--- config.mk ---
export PLATFORM = sky130hd
export DESIGN_NAME = fir_seq_ctrl
export DESIGN_NICKNAME = d
export VERILOG_FILES = /design/src/rtl/fir_pkg.sv /design/src/rtl/fir_tap_counter.sv /design/src/rtl/fir_seq_ctrl.sv
export SDC_FILE = /design/constraint.sdc
export NUM_CORES = 1
export LEC_CHECK = 0
export ABC_AREA = 1
export CAP_MARGIN = 40
export CORE_MARGIN = 4
export CORE_UTILIZATION = 52
export DETAILED_ROUTE_END_ITERATION = 16
export PLACE_DENSITY = 0.87
export SYNTH_ARGS = -nofsm -noshare
export SYNTH_HDL_FRONTEND = slang
export SYNTH_SLANG_ARGS = --single-unit
--- constraint.sdc ---
create_clock -name clk -period 2.6 [get_ports clk]
set_clock_uncertainty 0.15 [all_clocks]
set_input_delay 0.52 -clock clk [delete_from_list [all_inputs] [get_ports clk]]
set_output_delay 0.52 -clock clk [all_outputs]
set_load 0.01 [all_outputs]
--- src/rtl/fir_pkg.sv ---
// rtl/fir_pkg.sv - shared state type and default sizing for the FIR sequencing controller
package fir_pkg;

  localparam int FIR_ADDR_W  = 8;
  localparam int FIR_MAC_LAT = 2;

  typedef enum logic [1:0] {
    IDLE,
    MAC,
    DRAIN,
    OUT
  } fir_ctrl_state_t;

endpackage

--- src/rtl/fir_tap_counter.sv ---
// rtl/fir_tap_counter.sv - loadable up-counter with terminal-match flag
module fir_tap_counter #(
  parameter int W = 8
) (
  input  logic         clk,
  input  logic         reset,
  input  logic         load,
  input  logic [W-1:0] load_val,
  input  logic         inc,
  input  logic [W-1:0] term,
  output logic [W-1:0] cnt,
  output logic         match
);

  logic [W-1:0] cnt_q;
  logic [W-1:0] cnt_d;

  always_comb begin
    cnt_d = cnt_q;
    if (load) begin
      cnt_d = load_val;
    end else if (inc) begin
      cnt_d = cnt_q + W'(1);
    end
  end

  always_ff @(posedge clk) begin
    if (reset) begin
      cnt_q <= '0;
    end else begin
      cnt_q <= cnt_d;
    end
  end

  assign cnt   = cnt_q;
  assign match = (cnt_q == term);

endmodule

--- src/rtl/fir_seq_ctrl.sv ---
// rtl/fir_seq_ctrl.sv - FIR sample/tap sequencer: delay-line write, tap stepping, MAC drain, result handshake
// Optional FIR_SEQ_CTRL_PERF_EN adds a 16-bit completed-result counter port sample_cnt.
module fir_seq_ctrl
  import fir_pkg::*;
#(
  parameter int ADDR_W  = FIR_ADDR_W,
  parameter int MAC_LAT = FIR_MAC_LAT
) (
  input  logic              clk,
  input  logic              reset,
  input  logic [ADDR_W-1:0] taps_m1,
  input  logic              in_valid,
  output logic              in_ready,
  output logic              wr_en,
  output logic [ADDR_W-1:0] wr_addr,
  output logic [ADDR_W-1:0] rd_addr,
  output logic [ADDR_W-1:0] coef_addr,
  output logic              acc_clr,
  output logic              acc_en,
  output logic              out_valid,
  input  logic              out_ready,
  output logic              busy
`ifdef FIR_SEQ_CTRL_PERF_EN
  ,
  output logic [15:0]       sample_cnt
`endif
);

  localparam int DW = (MAC_LAT > 1) ? $clog2(MAC_LAT) : 1;

  fir_ctrl_state_t   state_q, state_d;
  logic [ADDR_W-1:0] wr_ptr_q, wr_ptr_d;
  logic [ADDR_W-1:0] base_q, base_d;
  logic [ADDR_W-1:0] taps_q, taps_d;

  logic              accept;
  logic [ADDR_W-1:0] k;
  logic              k_last;
  logic [DW-1:0]     drain_cnt;
  logic              drain_last;

  assign accept = (state_q == IDLE) && in_valid;

  fir_tap_counter #(.W(ADDR_W)) u_tap_cnt (
    .clk      (clk),
    .reset    (reset),
    .load     (accept),
    .load_val ('0),
    .inc      ((state_q == MAC) && !k_last),
    .term     (taps_q),
    .cnt      (k),
    .match    (k_last)
  );

  // Drain count is cleared on the last tap so DRAIN lasts exactly MAC_LAT cycles.
  fir_tap_counter #(.W(DW)) u_drain_cnt (
    .clk      (clk),
    .reset    (reset),
    .load     ((state_q == MAC) && k_last),
    .load_val ('0),
    .inc      ((state_q == DRAIN) && !drain_last),
    .term     (DW'(MAC_LAT - 1)),
    .cnt      (drain_cnt),
    .match    (drain_last)
  );

  always_comb begin
    state_d   = state_q;
    wr_ptr_d  = wr_ptr_q;
    base_d    = base_q;
    taps_d    = taps_q;
    wr_en     = 1'b0;
    wr_addr   = '0;
    rd_addr   = '0;
    coef_addr = '0;
    acc_clr   = 1'b0;
    acc_en    = 1'b0;
    out_valid = 1'b0;
    in_ready  = (state_q == IDLE);
    busy      = (state_q != IDLE);

    case (state_q)
      IDLE: begin
        if (in_valid) begin
          wr_en    = 1'b1;
          wr_addr  = wr_ptr_q;
          base_d   = wr_ptr_q;
          wr_ptr_d = wr_ptr_q + ADDR_W'(1);
          taps_d   = taps_m1;
          state_d  = MAC;
        end
      end
      MAC: begin
        acc_en    = 1'b1;
        acc_clr   = (k == '0);
        coef_addr = k;
        rd_addr   = base_q - k;
        if (k_last) begin
          state_d = DRAIN;
        end
      end
      DRAIN: begin
        if (drain_last) begin
          state_d = OUT;
        end
      end
      OUT: begin
        out_valid = 1'b1;
        if (out_ready) begin
          state_d = IDLE;
        end
      end
      default: begin
        state_d = IDLE;
      end
    endcase
  end

  always_ff @(posedge clk) begin
    if (reset) begin
      state_q  <= IDLE;
      wr_ptr_q <= '0;
      base_q   <= '0;
      taps_q   <= '0;
    end else begin
      state_q  <= state_d;
      wr_ptr_q <= wr_ptr_d;
      base_q   <= base_d;
      taps_q   <= taps_d;
    end
  end

`ifdef FIR_SEQ_CTRL_PERF_EN
  logic [15:0] sample_cnt_q, sample_cnt_d;

  always_comb begin
    sample_cnt_d = sample_cnt_q;
    if ((state_q == OUT) && out_ready) begin
      sample_cnt_d = sample_cnt_q + 16'd1;
    end
  end

  always_ff @(posedge clk) begin
    if (reset) begin
      sample_cnt_q <= '0;
    end else begin
      sample_cnt_q <= sample_cnt_d;
    end
  end

  assign sample_cnt = sample_cnt_q;
`else
  logic unused_drain;
  assign unused_drain = ^drain_cnt;
`endif

endmodule

==> results of run 1 <==
sequential cells by signal, summed over array words and instances, names as in the netlist:
register,count
state_q,2
base_q,8
u_drain_cnt.cnt,1
taps_q,8
wr_ptr_q,8
u_tap_cnt.cnt,8
stage by stage:
| step | hold slack [ns] | TNS, ns |
|---|---|---|
| after floorplan | 0.289 | 0 |
| after global placement | 0.302 | -0.233 |
| after detailed placement | 0.322 | -0.787 |
| after CTS | 0.332 | 0 |
| after global routing | 0.352 | -0.0890 |
| final | 0.332 | 0 |
how the worst min path moves through the flow:
stage	startpoint	end	slack (ns)
4_1_cts	taps_q[7]	taps_q[7]	0.33
5_1_grt	wr_ptr_q[7]	wr_ptr_q[7]	0.35
3_3_place_gp	wr_ptr_q[7]	wr_ptr_q[7]	0.30
3_5_place_dp	taps_q[7]	taps_q[7]	0.32
2_1_floorplan	wr_ptr_q[7]	wr_ptr_q[7]	0.29
6_report	wr_ptr_q[7]	wr_ptr_q[7]	0.33
worst reg2reg max path: stages (launching register included):
cell,delay [ns]
dfxtp_1,0.37
inv_1,0.16
ha_4,0.18
nand2_4,0.10
inv_2,0.10
buf_4,0.18
nand3_1,0.10
nor2_1,0.15
nand2_1,0.10
o21ai_0,0.19
nand2_1,0.07
nor2_1,0.09
layer usage:
metal	track usage, %	wire length [um]
met1	28.1	2360
met2	38.4	2840
met3	4.29	409
met4	8.35	148
met5	0	0
layout by cell type (no fill, tap or decap), drive strengths merged:
cell           netlist  layout
nand2               66      66
dlymetal6s2s         0       1
buf                  6      29
dlygate4sd2          0       5
nor4                 1       1
ha                  15      15
o21ai               18      18
o211ai               1       1
a21oi               28      28
xor2                 8       8
inv                 48      48
nor2                37      37
nor3                 3       3
a31oi                2       2
fa                   1       1
a21o                 2       2
clkdlybuf4s50        0      32
a22o                 6       6
xnor2                3       3
clkbuf               5      11
nand3               16      16
o22ai                1       1
dfxtp               35      35
nand4                5       5
power by group through the flow:
stage / sequential (mW) / clock [mW] / combinational (mW)
6_report: 0.669 / 0.426 / 0.929
5_1_grt: 0.679 / 0.452 / 1.03
4_1_cts: 0.663 / 0.428 / 0.880
3_5_place_dp: 0.673 / 0 / 0.852
3_3_place_gp: 0.669 / 0 / 0.820
2_1_floorplan: 0.665 / 0 / 0.554
repair_timing:
item                       in CTS  in global routing
cloned                          0                  0
pin swaps                       1                  6
setup endpoints to repair      26                 22
setup buffers                   1                  1
hold buffers                    0                  0
gates resized for setup        15                 21
cells by family (layout without fill, tap and decap cells):
group,Yosys count,after routing,share of synthesized area [%]
compound gates,58,58,15.1
fa+ha+maj,16,16,9.67
simple gates,128,128,26.2
flops,35,35,32.6
xor+xnor,11,11,4.49
buf+inv,59,126,11.9
final cells by class:
cell class / count / area [um2]
clock buffers: 8 / 100
fillers: 292 / 1080
inverters: 48 / 180
multi-input cells: 213 / 1270
flip-flops and latches: 35 / 702
well taps: 50 / 62.6
repair buffers: 70 / 609
==> impl_results.md, run 1 <==
- Status: complete, no violations
- Syn-to-layout area delta: 36.1%
- Max stage delay on crit path: 0.35 ns
- Slew HR: 58.3%
- Setup ws final: 0.0394 ns
- Logic pwr share: a little under half
- Final hold viol count: 0
- Initial antenna violation count: 0
- Area leader, netlist: dfxtp_1
- Max Transition Viols Final: 0
- Synthesized area per cell: between 6 and 7 um2
- Crit path capture type: primary output
- DP Worst Slack: -0.124 ns
- Total wire length: between 5 and 6 mm
- Post-route minimum period: around 2.6 ns
- Fmax: around 0.39 GHz
- Measured slew at the worst slew-check pin: roughly 0.62 ns
- Final Wtd Congestion: roughly 0.9
- Number of synthesized register bits: 35
- Residual DRC count: 0
- Reg2reg setup slack: about 0.59 ns
- # IOs: 42
- Most common cell in the netlist: nand2_1
- Clock slew seen by the registers of the worst setup and hold paths: approximately 0.070 ns
- Warnings, synthesis: 0
- Root Driver: clkbuf_8
- Total power draw: ~2.0 mW
- Leakage dissipation: about 1.4 nW
- Post-DP HPWL: about 4.2 mm
- Switching share of power: between 30% and 40%
- Worst setup startpoint: u_tap_cnt.cnt[2]
- CTS tree: done
- EDFF count, synth: 0
- Max Fanout on Critical Path: 3
- Sink Count: 35
- Seq/Total Area, Yosys: between 30 and 40%
- Ant diodes: 0
- Initial Util: ~54%
- Number of cells on the critical path: 8
- First-pass GRT wire length: 9.33 mm
- Placed Cells: between 400 and 500
- Min-delay worst type: flip-flop to flip-flop
- CP required: roughly 1.9 ns
- Final Non-Filler Cells: about 420
- Main synth FF type: dfxtp_1
- Period Utilization, post-route: a little over nine tenths
- Hold Path Depth: 2
- R2R Path End: wr_ptr_q[6]
- Final ANT Viol Nets: 0
- DR iter-0 viols: between 150 and 200
- Slowest CP cell: dfxtp_1
- Crit Path Category: flip-flop to primary output
- CTS Buf Count: 5
- Final core occ: 73.0%
- Area after DPL: 2750 um2
- Worst reg-to-reg path cell count: 11
- Post-Synthesis Cells: 307
- RSZ-0062 raised after global routing: true
- Horiz. Die Dim: between 70 and 80 um
- Vias in the first global route: between 2,000 and 2,500
- Clock Latency Late Sink: ~0.29 ns
- Ys async rst share: 0%
- CP bufs+invs: 2
- Final setup vio count: 0
- Post-Syn Area: between 2000 and 2500 um2
- Height of the die: a little over 70 um
- Switching Power: between 700 and 800 uW
- Clock group share of total power: 21.1%
- Overflow after GRT: 0
- Worst Setup EP: rd_addr[5]
- Total die area: 5220 um2
- Peak supply drop: a little under 0.6 mV
- Post-synth cell types: 28
- Largest net degree at the start of global routing: 24
- Core Region: ~4000 um2
- Via-to-Cell Ratio: 5.31
- Port-buffer cells: just over 40
- Sequential power share: approximately 33%
- Internal power: between 1 and 1.5 mW
- Worst r2r src: state_q[0]
- Data arrival, critical path: 1.89 ns
- Share of cells above drive strength 1: about 18%
- Critical path startpoint category: flip-flop
- Delay-heaviest family, CP: buffers and inverters
- Crit path cell chain: inv_1 > ha_4 > nand2_1 > o21ai_2 > a21oi_2 > xor2_1 > nor2_1 > dlygate4sd2_1
- All-layer global routing usage: 22.5%
- Avg WL per Cell: ~14 um
- Final nets: 401
- Longest Clk Path Bufs: 2
- Vias: 2,253
- H-tree levels: 2
- Synth top area share: 32.6%
- Synth top cells by count: nand2_1 (61), inv_1 (43), dfxtp_1 (35), nor2_1 (35), a21oi_1 (28)
- DRT Pass-1 Iters: 5
- FP Rows: 23
- Largest cells by area after synthesis: dfxtp_1 (33%), nand2_1 (11%), ha_1 (8.7%), inv_1 (7.5%), a21oi_1 (6.5%)
- Syn_nets: between 300 and 400
- PwrDens: 693 nW/um2
- Maxcap violations: 0
- Post-route cell area: 2920 um2
No activity file was read; power rests on OpenSTA's default activity.
==> inputs of run 2 (changes only) <==
Settings changed: GPL_TIMING_DRIVEN set to 0.
==> impl_results.md, run 2 (synthesis results as in run 1) <==
- Avg WL per Cell: 13.9 um
- Clock Latency Late Sink: around 0.29 ns
- Most frequent cells in the layout: nand2_1 (61), inv_1 (40), nor2_1 (32)
- Data arrival, critical path: ~1.9 ns
- Height of the die: ~72 um
- Horiz. Die Dim: about 72 um
- Measured slew at the worst slew-check pin: 0.478 ns
- Slew HR: around two thirds
- Leakage dissipation: around 1.3 nW
- DRT Pass-1 Iters: 4
- Fmax: about 0.39 GHz
- Setup ws final: between 0.05 and 0.06 ns
- First-pass GRT wire length: 9.28 mm
- Critical path startpoint category: input port
- DR iter-0 viols: 190
- Final setup vio count: 0
- Initial Util: 53.7%
- DP Worst Slack: -0.377 ns
- CP required: about 1.9 ns
- Period Utilization, post-route: 98.0%
- Final nets: 387
- Sink Count: 35
- Post-route minimum period: ~2.5 ns
- PwrDens: slightly below 700 nW/um2
- Final Wtd Congestion: 0.870
- Total wire length: approximately 5.7 mm
- Syn-to-layout area delta: 32.9%
- Core Region: around 4000 um2
- Clock slew seen by the registers of the worst setup and hold paths: ~0.060 ns
- Most common cell after layout, fill and taps aside: nand2_1
- # IOs: 42
- Crit path capture type: primary output
- Final ANT Viol Nets: 0
- Post-DP HPWL: about 4.1 mm
- Maxcap violations: 0
- Initial antenna violation count: 0
- Root Driver: clkbuf_8
- CTS tree: done
- Crit Path Category: input port to primary output
- Total power draw: roughly 2.0 mW
- Vias in the first global route: 2,066
- RSZ-0062 raised after global routing: true
- Longest Clk Path Bufs: 2
- Total die area: around 5200 um2
- Largest net degree at the start of global routing: 11
- Max Transition Viols Final: 0
- Vias: ~2,200
- All-layer global routing usage: a little under a quarter
- Residual DRC count: 0
- Peak supply drop: ~0.41 mV
- H-tree levels: 2
- Via-to-Cell Ratio: around 5.3
- Port-buffer cells: between 40 and 50
- Share of cells above drive strength 1: 16.9%
- Overflow after GRT: 0
- Status: complete, no violations
- Min-delay worst type: flip-flop to flip-flop
- Final hold viol count: 0
- Max Fanout on Critical Path: 6
- Ant diodes: 0
- FP Rows: 23
- CTS Buf Count: 5
- Post-CTS Hold Fix Bufs: 0
[run 2: changes by cell type in the layout (fill, tap and decap cells not counted), moves of 4 or more]
cell             delta
dfxtp_1             -6
buf_6               +4
buf_4              -23
clkdlybuf4s50_1     -6
[run 2: metal layers]
metal	vias to the layer above	global-route usage [%]	share of wire, %
met5	-	0	0
met4	0	8.98	1.7
met3	12	4.29	6.4
met2	72	39.3	50
met1	1015	27.4	41
li1	1083	-	-
[run 2: area by class of cell]
cell class	instances	area [um2]
plain buffers	11	86.3
flip-flops and latches	35	717
clock buffers	8	100
multi-input cells	213	1290
fillers	327	1150
inverters	48	180
well taps	50	62.6
repair buffers	45	419
[run 2: repair_timing]
item                                    in CTS  in global routing
pin swaps                                    1                  9
buffers inserted                             2                  2
resized for setup                           46                 18
endpoints found under the setup margin      22                  9
[run 2: final timing paths]
check | startpoint | endpoint | slack, ns | cells past startpoint
setup / recovery | in_valid | wr_addr[3] | 0.05 | 4
hold / removal | wr_ptr_q[7] | wr_ptr_q[7] | 0.33 | 2
setup reg to reg | state_q[1] | wr_ptr_q[5] | 0.73 | 10
hold reg to reg | wr_ptr_q[7] | wr_ptr_q[7] | 0.33 | 2
[run 2: through the flow]
stage          instances  hold slack, ns  area, um2  utilization (%)  TNS (ns)
3_5_place_dp         398           0.312       2620             65.5     -2.18
3_3_place_gp         398           0.303       2620             65.5     -1.99
4_1_cts              408           0.320       2810             70.1   -0.0743
2_1_floorplan        307           0.289       2150                -         0
6_report             410           0.326       2850             71.3         0
5_1_grt              410           0.337       2850             71.3  -0.00248
[run 2: power breakdown]
part / total [mW] / switching, mW / internal [mW]
logic: 0.880 / 0.511 / 0.369
clock network: 0.437 / 0.195 / 0.242
registers: 0.668 / 0.0603 / 0.608
[run 2: worst max-delay path, stage by stage]
cell and delay, ns:
clkdlybuf4s50_1 0.49, nand2_2 0.13, nor2_1 0.17, clkdlybuf4s50_1 0.56
